## config.mk

```make
export PLATFORM = sky130hd
export DESIGN_NAME = eth_hdr_serializer
export DESIGN_NICKNAME = d
export VERILOG_FILES = /design/src/rtl/eth_hdr_serializer.sv
export SDC_FILE = /design/constraint.sdc
export NUM_CORES = 1
export LEC_CHECK = 0
export CORE_MARGIN = 2
export CORE_UTILIZATION = 46
export CTS_CLUSTER_DIAMETER = 40
export DETAILED_ROUTE_END_ITERATION = 10
export GPL_ROUTABILITY_DRIVEN = 0
export PLACE_DENSITY = 0.75
export SETUP_SLACK_MARGIN = 0.4
export SLEW_MARGIN = 5
export SYNTH_ARGS = -nofsm -noshare
export SYNTH_HDL_FRONTEND = slang
export SYNTH_SLANG_ARGS = --single-unit
export TNS_END_PERCENT = 10
```

## constraint.sdc

```tcl
create_clock -name clk -period 1.6 [get_ports clk]
set_input_delay 0.16 -clock clk [delete_from_list [all_inputs] [get_ports clk]]
set_output_delay 0.16 -clock clk [all_outputs]
set_load 0.005 [all_outputs]
```

## src/rtl/eth_hdr_serializer.sv

```systemverilog
// Ethernet header serializer: emits the 14 header bytes (dest MAC, src MAC,
// EtherType, most significant byte first) followed by the payload stream as
// one byte-wide AXI-Stream frame. The output is registered and backed by a
// one-entry skid register, so no beat is lost or duplicated when the
// downstream ready signal stalls.
module eth_hdr_serializer #(
    parameter int USER_WIDTH = 1
) (
    input  logic                  clk,
    input  logic                  rst,
    input  logic                  s_eth_hdr_valid,
    output logic                  s_eth_hdr_ready,
    input  logic [47:0]           s_eth_dest_mac,
    input  logic [47:0]           s_eth_src_mac,
    input  logic [15:0]           s_eth_type,
    input  logic [7:0]            s_eth_payload_axis_tdata,
    input  logic                  s_eth_payload_axis_tvalid,
    output logic                  s_eth_payload_axis_tready,
    input  logic                  s_eth_payload_axis_tlast,
    input  logic [USER_WIDTH-1:0] s_eth_payload_axis_tuser,
    output logic [7:0]            m_axis_tdata,
    output logic                  m_axis_tvalid,
    input  logic                  m_axis_tready,
    output logic                  m_axis_tlast,
    output logic [USER_WIDTH-1:0] m_axis_tuser,
    output logic                  busy
);

    typedef enum logic [1:0] {
        ST_IDLE    = 2'd0,
        ST_HDR     = 2'd1,
        ST_PAYLOAD = 2'd2
    } state_t;

    state_t                state_q, state_d;
    logic [3:0]            hdr_cnt_q, hdr_cnt_d;
    logic [47:0]           dest_q, dest_d;
    logic [47:0]           src_q, src_d;
    logic [15:0]           type_q, type_d;

    // Beat offered to the output stage this cycle
    logic                  int_valid_s;
    logic [7:0]            int_tdata_s;
    logic                  int_tlast_s;
    logic [USER_WIDTH-1:0] int_tuser_s;
    logic                  int_ready_q, int_ready_d;

    // Output register and skid register
    logic [7:0]            out_tdata_q, out_tdata_d;
    logic                  out_valid_q, out_valid_d;
    logic                  out_tlast_q, out_tlast_d;
    logic [USER_WIDTH-1:0] out_tuser_q, out_tuser_d;
    logic [7:0]            tmp_tdata_q, tmp_tdata_d;
    logic                  tmp_valid_q, tmp_valid_d;
    logic                  tmp_tlast_q, tmp_tlast_d;
    logic [USER_WIDTH-1:0] tmp_tuser_q, tmp_tuser_d;

    logic                  pay_fire_s;

    // Selects header byte idx (0 = dest[47:40] ... 13 = type[7:0]).
    function automatic logic [7:0] hdr_byte(input logic [3:0] idx, input logic [111:0] hdr);
        logic [111:0] sh;
        sh = hdr << {idx, 3'b000};
        if (idx <= 4'd13) begin
            return sh[111:104];
        end else begin
            return 8'h00;
        end
    endfunction

    assign s_eth_hdr_ready           = (state_q == ST_IDLE);
    assign s_eth_payload_axis_tready = (state_q == ST_PAYLOAD) && int_ready_q;
    assign pay_fire_s                = s_eth_payload_axis_tready && s_eth_payload_axis_tvalid;
    assign busy                      = (state_q != ST_IDLE);

    assign m_axis_tdata  = out_tdata_q;
    assign m_axis_tvalid = out_valid_q;
    assign m_axis_tlast  = out_tlast_q;
    assign m_axis_tuser  = out_tuser_q;

    // State register
    always_ff @(posedge clk) begin
        if (rst) begin
            state_q <= ST_IDLE;
        end else begin
            state_q <= state_d;
        end
    end

    // Next-state: header handshake, 14 header pushes, payload until tlast
    always_comb begin
        state_d = state_q;
        case (state_q)
            ST_IDLE: begin
                if (s_eth_hdr_valid) state_d = ST_HDR;
                else                 state_d = ST_IDLE;
            end
            ST_HDR: begin
                if (int_ready_q && (hdr_cnt_q == 4'd13)) state_d = ST_PAYLOAD;
                else                                     state_d = ST_HDR;
            end
            ST_PAYLOAD: begin
                if (pay_fire_s && s_eth_payload_axis_tlast) state_d = ST_IDLE;
                else                                        state_d = ST_PAYLOAD;
            end
            default: state_d = ST_IDLE;
        endcase
    end

    // Output decode: which beat (if any) is pushed into the output stage
    always_comb begin
        int_valid_s = 1'b0;
        int_tdata_s = 8'h00;
        int_tlast_s = 1'b0;
        int_tuser_s = {USER_WIDTH{1'b0}};
        case (state_q)
            ST_HDR: begin
                if (int_ready_q) begin
                    int_valid_s = 1'b1;
                    int_tdata_s = hdr_byte(hdr_cnt_q, {dest_q, src_q, type_q});
                end else begin
                    int_valid_s = 1'b0;
                end
            end
            ST_PAYLOAD: begin
                if (pay_fire_s) begin
                    int_valid_s = 1'b1;
                    int_tdata_s = s_eth_payload_axis_tdata;
                    int_tlast_s = s_eth_payload_axis_tlast;
                    int_tuser_s = s_eth_payload_axis_tuser;
                end else begin
                    int_valid_s = 1'b0;
                end
            end
            default: int_valid_s = 1'b0;
        endcase
    end

    // Header capture and byte counter; the counter wraps to 0 after byte 13
    always_comb begin
        dest_d    = dest_q;
        src_d     = src_q;
        type_d    = type_q;
        hdr_cnt_d = hdr_cnt_q;
        if ((state_q == ST_IDLE) && s_eth_hdr_valid) begin
            dest_d    = s_eth_dest_mac;
            src_d     = s_eth_src_mac;
            type_d    = s_eth_type;
            hdr_cnt_d = 4'd0;
        end else if ((state_q == ST_HDR) && int_ready_q) begin
            hdr_cnt_d = (hdr_cnt_q == 4'd13) ? 4'd0 : hdr_cnt_q + 4'd1;
        end else begin
            hdr_cnt_d = hdr_cnt_q;
        end
    end

    // Output stage: steer the pushed beat to the output or skid register,
    // drain the skid when downstream accepts, and predict next-cycle ready
    always_comb begin
        out_tdata_d = out_tdata_q;
        out_valid_d = out_valid_q;
        out_tlast_d = out_tlast_q;
        out_tuser_d = out_tuser_q;
        tmp_tdata_d = tmp_tdata_q;
        tmp_valid_d = tmp_valid_q;
        tmp_tlast_d = tmp_tlast_q;
        tmp_tuser_d = tmp_tuser_q;
        int_ready_d = m_axis_tready | (~tmp_valid_q & (~out_valid_q | ~int_valid_s));
        if (int_ready_q) begin
            if (m_axis_tready || !out_valid_q) begin
                out_valid_d = int_valid_s;
                out_tdata_d = int_tdata_s;
                out_tlast_d = int_tlast_s;
                out_tuser_d = int_tuser_s;
            end else begin
                tmp_valid_d = int_valid_s;
                tmp_tdata_d = int_tdata_s;
                tmp_tlast_d = int_tlast_s;
                tmp_tuser_d = int_tuser_s;
            end
        end else if (m_axis_tready) begin
            out_valid_d = tmp_valid_q;
            out_tdata_d = tmp_tdata_q;
            out_tlast_d = tmp_tlast_q;
            out_tuser_d = tmp_tuser_q;
            tmp_valid_d = 1'b0;
        end else begin
            out_valid_d = out_valid_q;
        end
    end

    // Datapath registers: header, counter, output and skid stages
    always_ff @(posedge clk) begin
        if (rst) begin
            hdr_cnt_q   <= 4'd0;
            dest_q      <= 48'h0;
            src_q       <= 48'h0;
            type_q      <= 16'h0;
            int_ready_q <= 1'b0;
            out_tdata_q <= 8'h00;
            out_valid_q <= 1'b0;
            out_tlast_q <= 1'b0;
            out_tuser_q <= {USER_WIDTH{1'b0}};
            tmp_tdata_q <= 8'h00;
            tmp_valid_q <= 1'b0;
            tmp_tlast_q <= 1'b0;
            tmp_tuser_q <= {USER_WIDTH{1'b0}};
        end else begin
            hdr_cnt_q   <= hdr_cnt_d;
            dest_q      <= dest_d;
            src_q       <= src_d;
            type_q      <= type_d;
            int_ready_q <= int_ready_d;
            out_tdata_q <= out_tdata_d;
            out_valid_q <= out_valid_d;
            out_tlast_q <= out_tlast_d;
            out_tuser_q <= out_tuser_d;
            tmp_tdata_q <= tmp_tdata_d;
            tmp_valid_q <= tmp_valid_d;
            tmp_tlast_q <= tmp_tlast_d;
            tmp_tuser_q <= tmp_tuser_d;
        end
    end

endmodule

```

==> results of run 1 <==
metal layers:
metal  routed length [um]  track usage [%]  part of all wire [%]  vias up
met5                    0                0                     0        -
met4                  475            9.555                   2.4        0
met3                 1432            5.122                   7.3       42
met2                 9169            39.47                    47      309
met1                 8406            33.15                    43     2966
li1                     -                -                     -     3054
cells by family after synthesis:
| group | after synthesis | share of synthesized area [%] |
|---|---|---|
| xor gates and xnor gates | 2 | 0.2760 |
| muxes | 36 | 9.421 |
| DFF | 141 | 44.46 |
| buffers and inverters | 76 | 5.518 |
| adders and majority gates | 4 | 0.7884 |
| and+or+nand+nor | 327 | 20.61 |
| AOI/OAI and AO/OA | 212 | 18.92 |
path summary, 6_finish.rpt:
kind	to	cells after the start	slack, ns	from
max	tmp_tdata_q[4]$_SDFFE_PP0P_	7	-0.22	hdr_cnt_q[1]$_SDFFE_PP0N_
min reg2reg	src_q[13]$_SDFFE_PP0P_	2	0.46	src_q[13]$_SDFFE_PP0P_
max reg2reg	tmp_tdata_q[4]$_SDFFE_PP0P_	7	-0.22	hdr_cnt_q[1]$_SDFFE_PP0N_
min	tmp_tdata_q[0]$_SDFFE_PP0P_	2	0.06	rst
power breakdown:
part,internal [mW],switching (mW)
clock network,2.19,1.58
logic,0.659,0.616
registers,3.69,0.114
total,6.53,2.31
cell type report:
class,instances,area share [%]
Multi-Input combinational cell,581,38.56
Sequential cell,141,29.93
Timing Repair Buffer,210,22.81
Clock buffer,20,4.707
Tap cell,176,2.320
Clock inverter,12,1.226
Inverter,10,0.4483
flip-flops by register name, indices dropped and copies added (netlist names), 2 cells and up:
signal and flops:
hdr_cnt_q 4, src_q 48, m_axis_tdata 8, type_q 16, tmp_tdata_q 8, dest_q 48, state_q 2
stage by stage:
step / setup slack, ns / utilization, % / instances
finish: -0.2162 / 71.10 / 1150
global route: -0.3240 / 71.10 / 1150
CTS: -0.1251 / 68.95 / 1141
detailed placement: -0.2499 / 61.90 / 1106
global placement: -0.2427 / 61.90 / 1106
floorplan: -0.07758 / - / 798
placed cells by master (no fill, tap or decap), types with 4 or more instances in the layout:
cell type          n
nand2_1          219
dfxtp_1          133
clkdlybuf4s50_1  128
a21oi_1          126
buf_4             49
nand2_4           25
nand2_2           23
clkbuf_16         22
a21oi_2           21
nor2_1            19
mux4_2            16
mux2i_1           13
o21ai_0           12
buf_12            10
a21o_1             8
nand3_1            7
nor3_1             7
buf_6              7
o2111ai_2          6
o211ai_1           6
o2111ai_1          6
mux2i_2            5
inv_1              5
a22oi_1            5
clkinvlp_4         5
dfxtp_2            5
dlygate4sd2_1      5
nor2b_1            4
o22ai_1            4
o21ai_1            4
nor3b_1            4
clkinv_4           4
what timing repair did:
item                       CTS  global route
cloned                       0             5
gates resized for setup    143            39
setup endpoints to repair  155           150
pin swaps                   44            10
buffers inserted             3             4
==> flow_summary.toml, run 1 <==
[layout]
num_antenna_cells = 0
regArea_um2 = 2840
drive_gt1_share_pct = 24.23
stdcell_area_um2 = 9490
area_growth_pct = 49.49
final_net_count = 1092
fill_cells = 1002
multi_input_area_um2 = 3660

[power]
power.leakage_nw = 3.551
cellPowerDensity_nw_per_um2 = 931.3
peakVddDrop_uv = 895.3
p_total_mw = 8.839

[cts]
clk_pin_slew_ns = 0.06
clock_path_buffers = 2
cts_tree = "yes"
cts_root_buffer = "clkbuf_16"
cts_max_level = 4
cts_hold_buf = 0
clkSinkCount = 141
cts_made_buffers = 17
clk_latency_ns = 0.43

[run]
cap_violations = 0

[timing]
slew_headroom_pct = 65.21
fin_crit_ns = 1.816
tightest_slew_ns = 0.5218
holdWs_ns = 0.06319
finalHoldViolCount = 0
final_max_slew_viol_count = 0
fin_worst_skew_ns = 0.01331
tns_ns = -1.723
rsz0062_at_grt = "true"
fmax_mhz = 550.6
min_period_over_period_pct = 113.5
finalSetupViolations = 17
fin_ws_ns = -0.2162

[detailed_routing]
num_vias = 6371
wire_per_inst_um = 16.94
dr.pass1.iters = 7
antenna_left = 0
drt_iter0_drc = 567
vias_per_cell = 5.540
drcViolationCount = 0
totalWireLength_um = 19480

[setup_path]
critPathMaxFanout = 9
crit_family = "compound AO/OA/AOI/OAI gates"
worstSetupPathType = "flip-flop to flip-flop"
start_kind = "flip-flop"
cp-end-kind = "flip-flop"
crit_top_cell = "buf_4"
crit_chain = "clkbuf_16 > buf_4 > o21ai_0 > o2111ai_2 > buf_4 > o2111ai_1 > nor3b_1"
crit_buf_inv = 3
crit_path_top_delay_cell = "dfxtp_4"
critPathArrivalTime_ns = 2.15
slowest_delay_ns = 0.39
cp.required_ns = 1.94

[outcome]
outcome = "finished with violations"
failed_checks = "setup timing"

[die]
fp.dieArea_um2 = 14760
die_w_um = 121.5
start_util_pct = 47.56
ios = 141
core_area_um2 = 13350
num_rows = 42
fp.dieH_um = 121.5

[grt]
antenna_found_initial = 0
grt-ovfl-total = 0
grt_pass1_vias = 5832
grt_pass1_wl_um = 28480
grt_use_total_pct = 24.80
grt_max_degree = 64

[yosys]
seq_area_frac_synth_pct = 44.46
synth_area_um2 = 6349
synthArstFlopShare_pct = 0
netlist.area_leader.share_pct = 44.46
synth_nets = 929
synth_edf_count = 0
synth-seq-cells = 141
ys_top_cells_by_area = "dfxtp_1, nand2_1, a21oi_1"
synth_cell_types = 43
yosysTopAreaCell = "dfxtp_1"
ys.flop_type = "dfxtp_1"
synth.most_common_cell = "nand2_1"
postSynthCellCount = 798
ys_warn_count = 0
yosys-top-cells-count = "nand2_1, a21oi_1, dfxtp_1"
syn_avg_cell_area_um2 = 7.956

[hold_path]
holdCritPathClass = "primary input to flip-flop"

[placement]
place_hpwl_um = 12490
portBuffers = 140
placed_area_um2 = 8263
Power figures use the tool's default switching activity.
==> inputs of run 2 (changes only) <==
--- a/config.mk
+++ b/config.mk
@@ -8,9 +8,10 @@
 export CORE_MARGIN = 2
 export CORE_UTILIZATION = 46
 export CTS_CLUSTER_DIAMETER = 40
+export CTS_CLUSTER_SIZE = 28
 export DETAILED_ROUTE_END_ITERATION = 10
 export GPL_ROUTABILITY_DRIVEN = 0
-export PLACE_DENSITY = 0.75
+export PLACE_DENSITY_LB_ADDON = 0.2
 export SETUP_SLACK_MARGIN = 0.4
 export SLEW_MARGIN = 5
 export SYNTH_ARGS = -nofsm -noshare
==> flow_summary.toml, run 2 (synthesis results as in run 1) <==
[setup_path]
critPathMaxFanout = 6
cp-end-kind = "flip-flop"
crit_path_top_delay_cell = "mux4_2"
r2r_setup_slack_ns = -0.15
crit_chain = "buf_12 > mux4_2 > mux2i_4 > o2111ai_1 > nor3b_1"
cp-startpoint = "hdr_cnt_q[1]$_SDFFE_PP0N_"
crit_family = "multiplexers"
worstSetupPathType = "flip-flop to flip-flop"
slowest_delay_ns = 0.57
cp.required_ns = 1.88
regToRegEndpoint = "tmp_tdata_q[5]$_SDFFE_PP0P_"
r2r_start = "hdr_cnt_q[1]$_SDFFE_PP0N_"
critPathArrivalTime_ns = 2.03
rr_worst_depth = 5
start_kind = "flip-flop"
crit_buf_inv = 1

[run]
cap_violations = 0

[die]
fp.dieH_um = 121.5
die_w_um = 121.5
start_util_pct = 47.56
core_area_um2 = 13350
num_rows = 42
fp.dieArea_um2 = 14760
ios = 141

[grt]
grt_pass1_wl_um = 29710
grt.busiest_layer = "met2"
met3_usage_pct = 6.673
grt_use_met2_pct = 42.13
grt_max_degree = 84
grt-ovfl-total = 0
antenna_found_initial = 0
grt_use_total_pct = 25.86
grtUsageMet1_pct = 33.17
grt_pass1_vias = 6232

[layout]
layout_common_cells = "nand2_1, dfxtp_1, a21oi_1"
drive_gt1_share_pct = 22.22
final_net_count = 1082
num_antenna_cells = 0
fill_cells = 1018
final_common_cell = "nand2_1"
finalNonFillerCells = 1139
reg_top3 = "dest_q (48), src_q (48), type_q (16)"
area_growth_pct = 48.44

[cts]
cts_tree = "yes"
clock_path_buffers = 2
cts_max_level = 4
clk_pin_slew_ns = 0.06
cts_hold_buf = 0
clk_latency_ns = 0.42
cts_root_buffer = "clkbuf_16"
cts_made_buffers = 17
clkSinkCount = 141

[timing]
rsz0062_at_grt = "true"
fmax_mhz = 572.2
fin_ws_ns = -0.1478
slew_headroom_pct = 73.44
finalSetupViolations = 16
fin_crit_ns = 1.748
min_period_over_period_pct = 109.2
tightest_slew_ns = 0.3884
holdWs_ns = 0.2415
final_max_slew_viol_count = 0
fin_worst_skew_ns = 0.007103
finalHoldViolCount = 0

[detailed_routing]
antenna_left = 0
drt_iter0_drc = 663
totalWireLength_um = 18660
drcViolationCount = 0
dr.pass1.iters = 5
wire_per_inst_um = 16.38
vias_per_cell = 5.482
num_vias = 6244

[hold_path]
min_to = "int_ready_q$_SDFF_PP0_"
holdCritPathClass = "primary input to flip-flop"
holdPathStages = 3
min_from = "rst"

[placement]
dpl_worst_slack_ns = -0.2025
place_inst = 1101
portBuffers = 140
place_hpwl_um = 12800

[power]
power.leakage_nw = 3.483
peakVddDrop_uv = 995.1
cellPowerDensity_nw_per_um2 = 994.1
p_total_mw = 9.369

[outcome]
outcome = "finished with violations"
failed_checks = "setup timing"
==> run 2: cell types whose count changed in the layout (fill, tap and decap cells not counted), sizes merged <==
cell and delta:
buf -5, bufinv +4, clkbuf -3, clkdlybuf4s15 -2, clkdlybuf4s50 -1, clkinv -4
clkinvlp -3, dlygate4sd2 +2, inv +1
==> run 2: worst reg2reg max path, stage by stage (launching register included) <==
cell	delay, ns
dfxtp_4	0.41
buf_12	0.14
mux4_2	0.57
mux2i_4	0.21
o2111ai_1	0.12
nor3b_1	0.17
==> run 2: how the worst max path moves through the flow <==
stage / cells past startpoint / slack [ns] / end
4_1_cts: 6 / -0.14 / tmp_tdata_q[7]$_SDFFE_PP0P_
3_3_place_gp: 7 / -0.14 / m_axis_tdata[5]$_SDFFE_PP0P_
6_report: 5 / -0.15 / tmp_tdata_q[5]$_SDFFE_PP0P_
3_5_place_dp: 6 / -0.20 / tmp_tdata_q[1]$_SDFFE_PP0P_
2_1_floorplan: 7 / -0.08 / m_axis_tdata[4]$_SDFFE_PP0P_
5_1_grt: 7 / -0.20 / tmp_tdata_q[5]$_SDFFE_PP0P_
==> run 2: cell type report <==
| class | instances | area [um2] | area share [%] |
|---|---|---|---|
| clock buffers | 21 | 480.5 | 5.098 |
| clock inverters | 10 | 183.9 | 1.952 |
| inverters | 10 | 45.04 | 0.4780 |
| multi-input cells | 581 | 3552 | 37.69 |
| flip-flops and latches | 141 | 2843 | 30.16 |
| well taps | 176 | 220.2 | 2.337 |
| repair buffers | 200 | 2100 | 22.28 |
==> run 2: per-layer routing <==
metal,part of all wire [%],up-vias
li1,-,3025
met1,43,2910
met2,48,284
met3,7.7,25
met4,1.7,0
met5,0,-
==> run 2: repair_timing <==
action                                 in CTS  in global routing
buffers inserted                            4                  0
pin swaps                                  28                 20
gates cloned                                2                  1
resized for setup                         125                 39
setup endpoints to repair                 155                150
endpoints found under the hold margin       0                  0
==> run 2: where the power goes <==
group	internal (mW)	switching (mW)
Sequential	3.69	0.105
Clock	2.92	1.47
Combinational	0.622	0.566
Total	7.23	2.14
==> run 2: through the flow <==
| stage | area, um2 | utilization, % | setup TNS (ns) |
|---|---|---|---|
| after floorplan | 6461 | - | -0.6971 |
| after global placement | 8249 | 61.80 | -1.783 |
| after detailed placement | 8249 | 61.80 | -2.610 |
| after CTS | 9273 | 69.47 | -1.419 |
| after global routing | 9424 | 70.60 | -3.567 |
| final | 9424 | 70.60 | -1.429 |
